<file path="src/rtl/dice_roll_sequencer.sv">
`timescale 1ns/1ps
// Fabric-side initiator for the dice-roller RNG custom instruction: issues N rolls, reports sum/min/max.
// Latency: 1 accept cycle + (k+2) cycles per roll + 1 finish cycle; count=0 finishes the cycle after i_go.
// Backpressure: one roll outstanding at a time; each wait for i_done is bounded by TIMEOUT_CYCLES+1 cycles.
module dice_roll_sequencer #(
  parameter int unsigned TIMEOUT_CYCLES = 255
) (
  input  logic        clk,
  input  logic        reset_n,
  input  logic        i_go,
  input  logic [3:0]  i_dieSelect,
  input  logic [3:0]  i_count,
  output logic        o_clk_en,
  output logic        o_start,
  output logic [31:0] o_dataa,
  output logic [31:0] o_datab,
  input  logic [31:0] i_result,
  input  logic        i_done,
  output logic        o_busy,
  output logic [8:0]  o_sum,
  output logic [4:0]  o_min,
  output logic [4:0]  o_max,
  output logic [3:0]  o_rolls,
  output logic        o_valid,
  output logic        o_error
);

  // Timeout counter is 16 bits wide so the full 1..65535 range fits.
  localparam logic [15:0] TMO_LOAD = 16'(TIMEOUT_CYCLES);

  typedef enum logic [2:0] {
    ST_IDLE   = 3'd0,
    ST_ISSUE  = 3'd1,
    ST_WAIT   = 3'd2,
    ST_ACCUM  = 3'd3,
    ST_FINISH = 3'd4
  } state_t;

  state_t      state_q;
  state_t      state_d;

  // Request latched at accept; die code stays on o_dataa for the whole sequence.
  logic [3:0]  die_q;
  logic [3:0]  count_q;

  // Per-roll slave handshake.
  logic [15:0] tmo_q;
  logic [31:0] result_q;

  // Accumulated statistics and registered strobes.
  logic [8:0]  sum_q;
  logic [4:0]  min_q;
  logic [4:0]  max_q;
  logic [3:0]  rolls_q;
  logic        error_q;
  logic        start_q;
  logic        valid_q;
  logic        busy_q;
  logic        clk_en_q;

  // Decoded control from the FSM.
  logic        go_accept;
  logic        accum_ok;
  logic        fault;

  // Derived values of the captured roll.
  logic [4:0]  roll_val;
  logic        result_bad;
  logic [3:0]  rolls_inc;
  logic        last_roll;
  logic        tmo_expired;
  logic [4:0]  min_next;
  logic [4:0]  max_next;

  // Roll value qualification and min/max candidates from the captured result.
  always_comb begin
    roll_val    = result_q[4:0];
    result_bad  = |result_q[31:5];
    rolls_inc   = rolls_q + 4'd1;
    last_roll   = (rolls_inc == count_q);
    tmo_expired = (tmo_q == 16'd0);
    min_next    = (roll_val < min_q) ? roll_val : min_q;
    max_next    = (roll_val > max_q) ? roll_val : max_q;
  end

  // FSM state register.
  always_ff @(posedge clk or negedge reset_n) begin
    if (!reset_n) begin
      state_q <= ST_IDLE;
    end else begin
      state_q <= state_d;
    end
  end

  // FSM next-state and control decode.
  always_comb begin
    state_d   = state_q;
    go_accept = 1'b0;
    accum_ok  = 1'b0;
    fault     = 1'b0;
    case (state_q)
      ST_IDLE: begin
        if (i_go) begin
          go_accept = 1'b1;
          state_d   = (i_count == 4'd0) ? ST_FINISH : ST_ISSUE;
        end
      end
      ST_ISSUE: begin
        state_d = ST_WAIT;
      end
      ST_WAIT: begin
        // A done arriving in the last counted cycle still wins over the timeout.
        if (i_done) begin
          state_d = ST_ACCUM;
        end else if (tmo_expired) begin
          fault   = 1'b1;
          state_d = ST_FINISH;
        end
      end
      ST_ACCUM: begin
        if (result_bad) begin
          fault   = 1'b1;
          state_d = ST_FINISH;
        end else begin
          accum_ok = 1'b1;
          state_d  = last_roll ? ST_FINISH : ST_ISSUE;
        end
      end
      ST_FINISH: begin
        state_d = ST_IDLE;
      end
      default: begin
        state_d = ST_IDLE;
      end
    endcase
  end

  // Latch the request at accept; i_dieSelect/i_count are don't-care afterwards.
  always_ff @(posedge clk or negedge reset_n) begin
    if (!reset_n) begin
      die_q   <= 4'd0;
      count_q <= 4'd0;
    end else if (go_accept) begin
      die_q   <= i_dieSelect;
      count_q <= i_count;
    end
  end

  // Timeout counter: loaded on issue, counts down while waiting for done.
  always_ff @(posedge clk or negedge reset_n) begin
    if (!reset_n) begin
      tmo_q <= 16'd0;
    end else if (state_q == ST_ISSUE) begin
      tmo_q <= TMO_LOAD;
    end else if ((state_q == ST_WAIT) && !i_done && !tmo_expired) begin
      tmo_q <= tmo_q - 16'd1;
    end
  end

  // Capture the slave result only on a done seen in WAIT (done during ISSUE is ignored).
  always_ff @(posedge clk or negedge reset_n) begin
    if (!reset_n) begin
      result_q <= 32'd0;
    end else if ((state_q == ST_WAIT) && i_done) begin
      result_q <= i_result;
    end
  end

  // Statistics: cleared on accept, updated per good roll, held otherwise.
  always_ff @(posedge clk or negedge reset_n) begin
    if (!reset_n) begin
      sum_q   <= 9'd0;
      min_q   <= 5'h1F;
      max_q   <= 5'd0;
      rolls_q <= 4'd0;
    end else if (go_accept) begin
      sum_q   <= 9'd0;
      min_q   <= 5'h1F;
      max_q   <= 5'd0;
      rolls_q <= 4'd0;
    end else if (accum_ok) begin
      sum_q   <= sum_q + {4'd0, roll_val};
      min_q   <= min_next;
      max_q   <= max_next;
      rolls_q <= rolls_inc;
    end
  end

  // Error flag: set by timeout or malformed result, cleared only by the next accepted i_go.
  always_ff @(posedge clk or negedge reset_n) begin
    if (!reset_n) begin
      error_q <= 1'b0;
    end else if (go_accept) begin
      error_q <= 1'b0;
    end else if (fault) begin
      error_q <= 1'b1;
    end
  end

  // Registered strobes aligned with the state they describe.
  always_ff @(posedge clk or negedge reset_n) begin
    if (!reset_n) begin
      start_q  <= 1'b0;
      valid_q  <= 1'b0;
      busy_q   <= 1'b0;
      clk_en_q <= 1'b0;
    end else begin
      start_q  <= (state_d == ST_ISSUE);
      valid_q  <= (state_d == ST_FINISH);
      busy_q   <= (state_d != ST_IDLE);
      clk_en_q <= 1'b1;
    end
  end

  assign o_clk_en = clk_en_q;
  assign o_start  = start_q;
  assign o_dataa  = {28'd0, die_q};
  assign o_datab  = 32'd0;
  assign o_busy   = busy_q;
  assign o_sum    = sum_q;
  assign o_min    = min_q;
  assign o_max    = max_q;
  assign o_rolls  = rolls_q;
  assign o_valid  = valid_q;
  assign o_error  = error_q;

endmodule

</file>
<file path="config.mk">
export PLATFORM = sky130hd
export DESIGN_NAME = dice_roll_sequencer
export DESIGN_NICKNAME = d
export VERILOG_FILES = /design/src/rtl/dice_roll_sequencer.sv
export SDC_FILE = /design/constraint.sdc
export NUM_CORES = 1
export LEC_CHECK = 0
export ABC_AREA = 1
export CORE_ASPECT_RATIO = 2
export CORE_MARGIN = 2
export CORE_UTILIZATION = 50
export DETAILED_ROUTE_END_ITERATION = 6
export MAX_ROUTING_LAYER = met4
export PLACE_DENSITY = 0.83
export SETUP_SLACK_MARGIN = 0.5
export SLEW_MARGIN = 25
export SYNTH_ARGS = -nofsm -noshare
export SYNTH_HDL_FRONTEND = slang
export SYNTH_SLANG_ARGS = --single-unit
</file>
<file path="constraint.sdc">
create_clock -name clk -period 5.6 [get_ports clk]
set_clock_uncertainty 0.15 [all_clocks]
set_input_delay 1.12 -clock clk [delete_from_list [all_inputs] [get_ports clk]]
set_output_delay 1.12 -clock clk [all_outputs]
set_load 0.005 [all_outputs]
</file>
After elaboration in Yosys (flattened, before gate mapping)
Index checks and enable logic that the tools add are counted.
{"block": "word_totals", "reg_bits": 87, "latchBits": 0, "ram_bits": 0, "romBits": 0, "in_bits": 44, "output_inout_bits": 92, "memories": 0}
{"block": "op_classes", "add_sub_neg": 3, "n_mul": 0, "div": 0, "order_cmp": 2, "eq_ne": 6, "n_shift": 0, "muxes": 29, "bitwise_logic": 0, "n_reduce_logical": 17}
{"operator": "16-bit two-way mux", "count": 2}
{"operator": "5-bit two-way mux", "count": 6}
{"operator": "27-bit OR reduction", "count": 1}
{"operator": "3-bit two-way mux", "count": 6}
{"operator": "9-bit two-way mux", "count": 2}
{"operator": "16-bit zero test", "count": 1}
{"operator": "16-bit by 1-bit subtractor with 16-bit output, second input constant", "count": 1}
{"operator": "3-bit case mux with 4 select lines", "count": 1}
{"operator": "2-bit nonzero test", "count": 5}
{"operator": "9-bit by 5-bit adder with 9-bit output", "count": 1}
{"operator": "1-bit two-way mux", "count": 9}
{"operator": "4-bit two-way mux", "count": 2}
{"operator": "3-bit by 1-bit equality test with 1-bit output, second input constant", "count": 2}
{"operator": "3-bit by 2-bit equality test with 1-bit output, second input constant", "count": 2}
{"operator": "5-bit > comparator", "count": 1}
{"operator": "5-bit < comparator", "count": 1}
{"operator": "4-bit by 1-bit adder with 4-bit output, second input constant", "count": 1}
{"operator": "4-bit equality test", "count": 1}
{"operator": "4-bit zero test", "count": 1}
{"operator": "2-bit AND reduction", "count": 2}
{"operator": "3-bit equality test, second input constant", "count": 1}
{"operator": "1-bit logical AND", "count": 3}
{"operator": "3-bit zero test", "count": 1}
{"operator": "3-bit nonzero test", "count": 1}
{"operator": "other kinds (2)", "count": 3}

Longest topological paths before layout
{"block": "logic_depth", "depth_word": 6, "mapped_depth": 12, "depth_no_buf": 12}

Worst setup path before layout
Ideal clock, no wire load.
{"block": "synth_timing", "kind": "input port to flip-flop", "from": "input i_go", "to": "register die_q[0]", "setup_time_ns": 0.125, "arrival_ns": 1.789, "required_time_ns": 5.325, "setup_slack_ns": 3.536, "stages": 3, "path_buffers": 1, "cell_sequence": "nand3_1 buf_2 mux2_2"}
{"block": "synth_via", "elab_chain_len": 2}
{"element": "from (decl)", "line_no": "10", "rtl": "input logic i_go,"}
{"element": "1-bit two-way mux", "line_no": "103", "rtl": "if (i_go) begin"}
{"element": "1-bit two-way mux", "line_no": "101", "rtl": "case (state_q)"}
{"element": "to (signal assigned)", "line_no": "144", "rtl": "die_q <= i_dieSelect;"}
{"element": "to (decl)", "line_no": "43", "rtl": "logic [3:0] die_q;"}
No other way between the ends.
A chain may end at the register's enable or synchronous reset.

Worst setup path in the final report
{"block": "layout_timing", "from": "input i_go", "to": "register min_q[1], in the netlist o_min[1]"}
{"block": "layout_via", "elab_chain_len": 4}
{"element": "1-bit two-way mux *", "line_no": "103"}
{"element": "1-bit two-way mux *", "line_no": "101"}
{"element": "2-bit nonzero test (no source line)"}
{"element": "2-bit AND reduction (no source line)"}
{"element": "to (signal assigned)", "line_no": "183", "rtl": "min_q <= min_next;"}
{"element": "to (decl)", "line_no": "52", "rtl": "logic [4:0] min_q;"}
Every way passes the cells marked *; elsewhere a longest branch is shown, timed or not.

==> run_results.csv <==
group,metric,value,unit
timing,layout_min_cycle_time,2980,ps
synth,syn_avg_cell_area,8.47,um^2
pwr,peakVddDrop,0.283,mV
grt,grt_antenna_before_repair,0,
placement,place_ws,2310,ps
timing,slew_headroom,0.433,
clock_network,insertion_delay,330,ps
synth,synth_top_area_share,0.413,
timing,slew_violations,0,
final_layout,final_cell_mix,"nand2_1 (122), dfrtp_1 (82), clkdlybuf4s50_1 (74)",
timing,final-hold-violation-count,0,
grt,grtUsageTotal,0.224,
final_layout,final_common_cell,"nand2_1",
worst_setup_path,path_buf_inv,2,
floorplanning,die_w,74.5,um
worst_setup_path,worstSetupStartpointType,"input pin",
worst_setup_path,critPathTopFamily,"buffers and inverters",
final_layout,antenna_cells,0,
routing,dr.pass1.iters,5,
synth,yosys.area.top_type,"dfrtp_1",
pwr,p_sw,881,uW
timing,rsz0062_at_grt,"false",
floorplanning,core,9700,um^2
worst_setup_path,rr_startpoint,"state_q[1]$_DFF_PN0_",
routing,wl_per_cell,14.1,um
worst_setup_path,crit_cells,7,
worst_setup_path,crit_top_cell,"nand2_1",
timing,fin_crit_sh,0.532,
clock_network,path_clk_slew,60,ps
placement,gp_congestion,0.931,
pwr,pwr-share-seq,0.411,
timing,tns,0,ps
final_layout,drive_above_1_share,0.109,
placement,port_buffers,75,
pwr,power_frac_clock,0.219,
routing,drt_iter0_drc,220,
pwr,comb_power_share,0.369,
worst_setup_path,worst-path-max-fanout,25,
grt,grt_max_degree,57,
floorplanning,rows,51,
worst_setup_path,critPathCaptureType,"flip-flop",
synth,ys_ff_latch,87,
clock_network,cts_max_level,3,
pwr,switching_share,0.358,
synth,synth.distinct_cells,34,
synth,synthTopCellsByArea,"dfrtp_1 (41%), buf_4 (9.2%), nand2_1 (9.2%)",
floorplanning,die_y,145,um
worst_setup_path,crit_arrival,3090,ps
routing,wl,11200,um
worst_setup_path,crit_slowest_cell,"nand3_1",
final_layout,nFillCells,852,
grt,grt-ovfl-total,0,
hold_path,min_from,"o_min[3]$_DFFE_PN1P_",
hold_path,whs_path_depth,2,
floorplanning,dieArea,10800,um^2
clock_network,cts_inserted_buffers,9,
final_layout,fin_nets,724,
pwr,powerDensity,419,nW/um^2
grt,grt_pass1_vias,3961,
pwr,p_leak,2.89,nW
floorplanning,top_level_ports,136,
worst_setup_path,critical_path_required,5710,ps
worst_setup_path,rr_worst_depth,7,
synth,synth_seq_area_share,0.439,
timing,worstMarginPinSlew,848,ps
worst_setup_path,worstSetupStartpoint,"i_go",
placement,place_hpwl,8730,um
routing,vias,4074,
timing,max_freq,336,MHz
clock_network,cts.sinks,87,
final_layout,area_growth,18.2,%
synth,synth_warnings,0,
pwr,intPower,1.58,mW
clock_network,cts_setup_buffers,0,
clock_network,clockRootBuffer,"clkbuf_16",
timing,setup_violations,0,
routing,ant_nets,0,
clock_network,cts_tree,"yes",
worst_setup_path,crit_chain,"clkdlybuf4s50_1 > nand3_1 > buf_4 > o21ai_1 > nand2_1 > nand2_1 > nand2_1",
worst_setup_path,max_stage_delay,460,ps
timing,timing.final.ws_setup,2620,ps
grt,grt_first_pass_wirelength,18100,um
routing,drc_errors,0,
clock_network,cts_resized,0,
clock_network,hold_buffers,0,
job,cap_violations,0,
floorplanning,start_util,0.512,
routing,via_per_inst,5.10,
clock_network,clk_path_buf_depth,2,
synth,synthCells,587,
synth,synth_area,4970,um^2
worst_setup_path,critPathKind,"in -> reg",
outcome,status,"finished, final reports clean",
hold_path,hold_path_class,"reg -> reg",
## final timing paths
check | end | slack (ps)
max in group asynchronous | result_q[23]$_DFFE_PN0P_ | 3660
min reg2reg | o_min[3]$_DFFE_PN1P_ | 340
min | o_min[3]$_DFFE_PN1P_ | 340
max reg2reg | o_min[1]$_DFFE_PN1P_ | 3140
min in group asynchronous | result_q[5]$_DFFE_PN0P_ | 560
max | o_min[1]$_DFFE_PN1P_ | 2620
## cell usage after synthesis
cell      count
nand2_4       3
o21bai_1      1
o211ai_1      2
xor2_1        3
nor2_2        4
buf_2         7
buf_4        61
o21ai_1       1
nor3_2        1
o31ai_1       1
mux2_1        2
ha_1         16
a21oi_1      20
nand2_2       7
nor2_4        1
nand3b_1      2
fa_1          1
buf_6         1
mux2_2       27
xnor2_1       6
dfrtp_1      82
dfstp_2       5
nand4_1      15
nand3_1      42
a21oi_2       1
nor2_1       65
clkbuf_1      2
or2_2         2
inv_1        51
inv_2         5
nand2_1     122
o21ai_0      23
nor3_1        3
conb_1        2
## cells by family (layout without fill, tap and decap cells)
group                      Yosys count  after routing  synth area share
muxes                               29             29            0.0657
and+or+nand+nor                    267            267             0.236
other                                2             61           0.00151
buffers and inverters              127            148             0.145
adders and majority gates           17             17            0.0443
AOI/OAI and AO/OA                   49             49            0.0521
DFF                                 87             87             0.439
xor gates and xnor gates             9              9            0.0159
## metrics by stage
stage	power, mW	std cells	util	hold slack (ps)	instance area (um^2)
2_1_floorplan	1.63	646	-	310	5190
3_3_place_gp	1.86	784	0.578	328	5610
3_5_place_dp	1.92	784	0.578	333	5610
4_1_cts	2.47	799	0.606	342	5870
5_1_grt	2.62	799	0.606	358	5870
6_report	2.46	799	0.606	339	5870
## tightest hold or removal path, cell delays in order, from the launching register on
cell and delay [ps]:
dfstp_2 380, nand2_1 60, nand2_1 40
## registers in the layout, indices dropped and copies added, names as in the netlist
register  flops
o_error       1
die_q         4
o_sum         9
o_start       1
state_q       3
o_max         5
o_rolls       4
count_q       4
o_clk_en      1
o_valid       1
o_min         5
result_q     32
o_busy        1
tmo_q        16
## cell type report
cell class,instances,area [um^2],area share
multi-input combinational,432,2290,0.389
sequential,87,2180,0.372
timing repair buffer,77,763,0.130
clock buffer,11,243,0.0413
inverter,56,210,0.0358
tap,132,165,0.0281
clock inverter,4,22.5,0.00383
## routing by layer
layer / global-route usage / wire (um) / vias up / part of all wire
met2: 0.408 / 6600 / 175 / 0.59
met5: - / 0 / - / 0
met4: 0.0991 / 308 / 0 / 0.027
met1: 0.223 / 3790 / 1944 / 0.34
li1: - / - / 1923 / -
met3: 0.0319 / 521 / 32 / 0.046
## power groups by stage
| stage | clock, mW | combinational, mW | sequential [mW] |
|---|---|---|---|
| 2_1_floorplan | 0 | 0.647 | 0.978 |
| 3_3_place_gp | 0 | 0.850 | 1.01 |
| 3_5_place_dp | 0 | 0.902 | 1.02 |
| 4_1_cts | 0.550 | 0.914 | 1.01 |
| 5_1_grt | 0.571 | 1.02 | 1.03 |
| 6_report | 0.540 | 0.909 | 1.01 |
Note: power is estimated with default switching activity, not from simulation.
==> RTL change: new RTL, same settings <==
Put one more register stage on the output `o_error`, cleared by the reset. The value now appears one clock later. The other outputs are not delayed to match.
--- a/src/rtl/dice_roll_sequencer.sv
+++ b/src/rtl/dice_roll_sequencer.sv
@@ -223,5 +223,11 @@
   assign o_rolls  = rolls_q;
   assign o_valid  = valid_q;
-  assign o_error  = error_q;
+  always_ff @(posedge clk or negedge reset_n) begin
+    if (!reset_n) begin
+      o_error <= '0;
+    end else begin
+      o_error <= error_q;
+    end
+  end
 
 endmodule
Check against the original RTL: not equivalent (a bounded check fails within 10 cycles, from zero or initial values and one cycle with reset_n low).
==> RTL change against the unedited design <==
  * Design area up 1.3%
  * Total power up 3.4%
  * Via count down 0.71%
  * Maximum frequency up 10%
  * Wire length down 0.19%
  * Area after synthesis up 0.50%
  * Sequential cell count up 1
  * Global-route usage up 0.37 points
  * Core utilization up 0.80 points
  * Worst setup slack better by 0.27 ns
==> RTL change: results (changes against the unedited design) <==
status: "finished, final reports clean"
synth_area_mm2: 0.00499  # +0.50%
placed_area_mm2: 0.00563  # +0.45%
drive_gt1_share_pct: 11.2  # +0.27 points
hold_slack_ns: 0.233  # -0.107 ns
power.leakage_uw: 0.00293  # +1.2%
wirelength_mm: 11.2  # -0.19%
dp_hpwl_mm: 8.61  # -1.4%
drt_iter0_markers: 250  # +14%
nets: 725  # +0.14%
reg2reg_slack_ns: 3.52  # +0.38 ns
slowest_stage: "clkdlybuf4s50_1"
synth_area_leaders: "dfrtp_1, buf_4, nand2_1"
wl_met1_mm: 3.71  # -2.1%
grt_usage_pct: 22.7  # +0.37 points
min_to: "o_error"
r2r-end: "o_busy"
p_int_uw: 1660  # +5.3%
hold_depth: 0  # -2
post_cts_buffers: 0  # unchanged
ctsResizeCount: 0  # unchanged
cp_max_fo: 9  # -64%
critical_path.max_stage_delay_ns: 0.57  # +0.11 ns
avgRoutedWirePerCell_um: 14.0  # -0.44%
vias: 4045  # -0.71%
dp.cells: 785  # +0.13%
grt_max_degree: 53  # -7.0%
grt_pass1_wl_mm: 18.4  # +1.7%
hold_start: "error_q"
dr_wl_met2_mm: 6.54  # -0.98%
pre_cts_slack_ns: 2.56  # +0.250 ns
worstRegToRegCells: 10  # +3
clock_path_buffers: 2  # unchanged
slew_headroom_pct: 46.8  # +3.5 points
ys_top_cells_by_count: "nand2_1, dfrtp_1, nor2_1"
worstPathArrival_ns: 1.44  # -1.65 ns
hold_class: "reg2reg"
ys_seq_area_share_pct: 44.2  # +0.28 points
met3_length_um: 608  # +17%
place_congestion: 0.953  # +2.4%
irDropWorstVdd_mv: 0.284  # +0.33%
RTL change: how the worst max path moves through the flow:
stage | endpoint | start | slack [ns] | cells past startpoint
finish | o_rolls[0] | o_rolls[0] | 2.89 | 1
global route | o_busy | i_done | 2.72 | 7
CTS | o_rolls[0] | o_rolls[0] | 2.89 | 1
detailed placement | o_busy | i_done | 2.56 | 7
global placement | o_busy | i_done | 2.60 | 7
floorplan | die_q[0] | i_go | 3.54 | 3
RTL change: cell families (layout without fill, tap and decap cells):
family	after synthesis	count (layout)	share of synthesized area (%)
AND/OR/NAND/NOR	267	267	23.5
AO/OA/AOI/OAI	49	49	5.19
other	2	61	0.150
flip-flops	88	88	44.2
adder cells (fa/ha/maj)	17	17	4.41
XOR/XNOR	9	9	1.58
multiplexers	29	29	6.54
buffers and inverters	127	149	14.5
RTL change: area by class of cell:
cell class	count	area, um^2
multi-input combinational	432	2290
clock inverter	4	51.3
inverter	56	210
sequential	88	2210
timing repair buffer	77	763
tap	132	165
fill	851	3750
clock buffer	12	267
RTL change: power by group through the flow:
| stage | clock [uW] | sequential [uW] | combinational [uW] |
|---|---|---|---|
| detailed placement | 0 | 1030 | 889 |
| floorplan | 0 | 990 | 647 |
| global placement | 0 | 1020 | 845 |
| global route | 661 | 1050 | 1010 |
| finish | 625 | 1030 | 893 |
| CTS | 633 | 1030 | 897 |
RTL change: metal layers:
layer / vias up / track usage, %
met5: - / -
met2: 175 / 41.0
met4: 0 / 10.2
li1: 1923 / -
met3: 27 / 4.02
met1: 1920 / 22.7
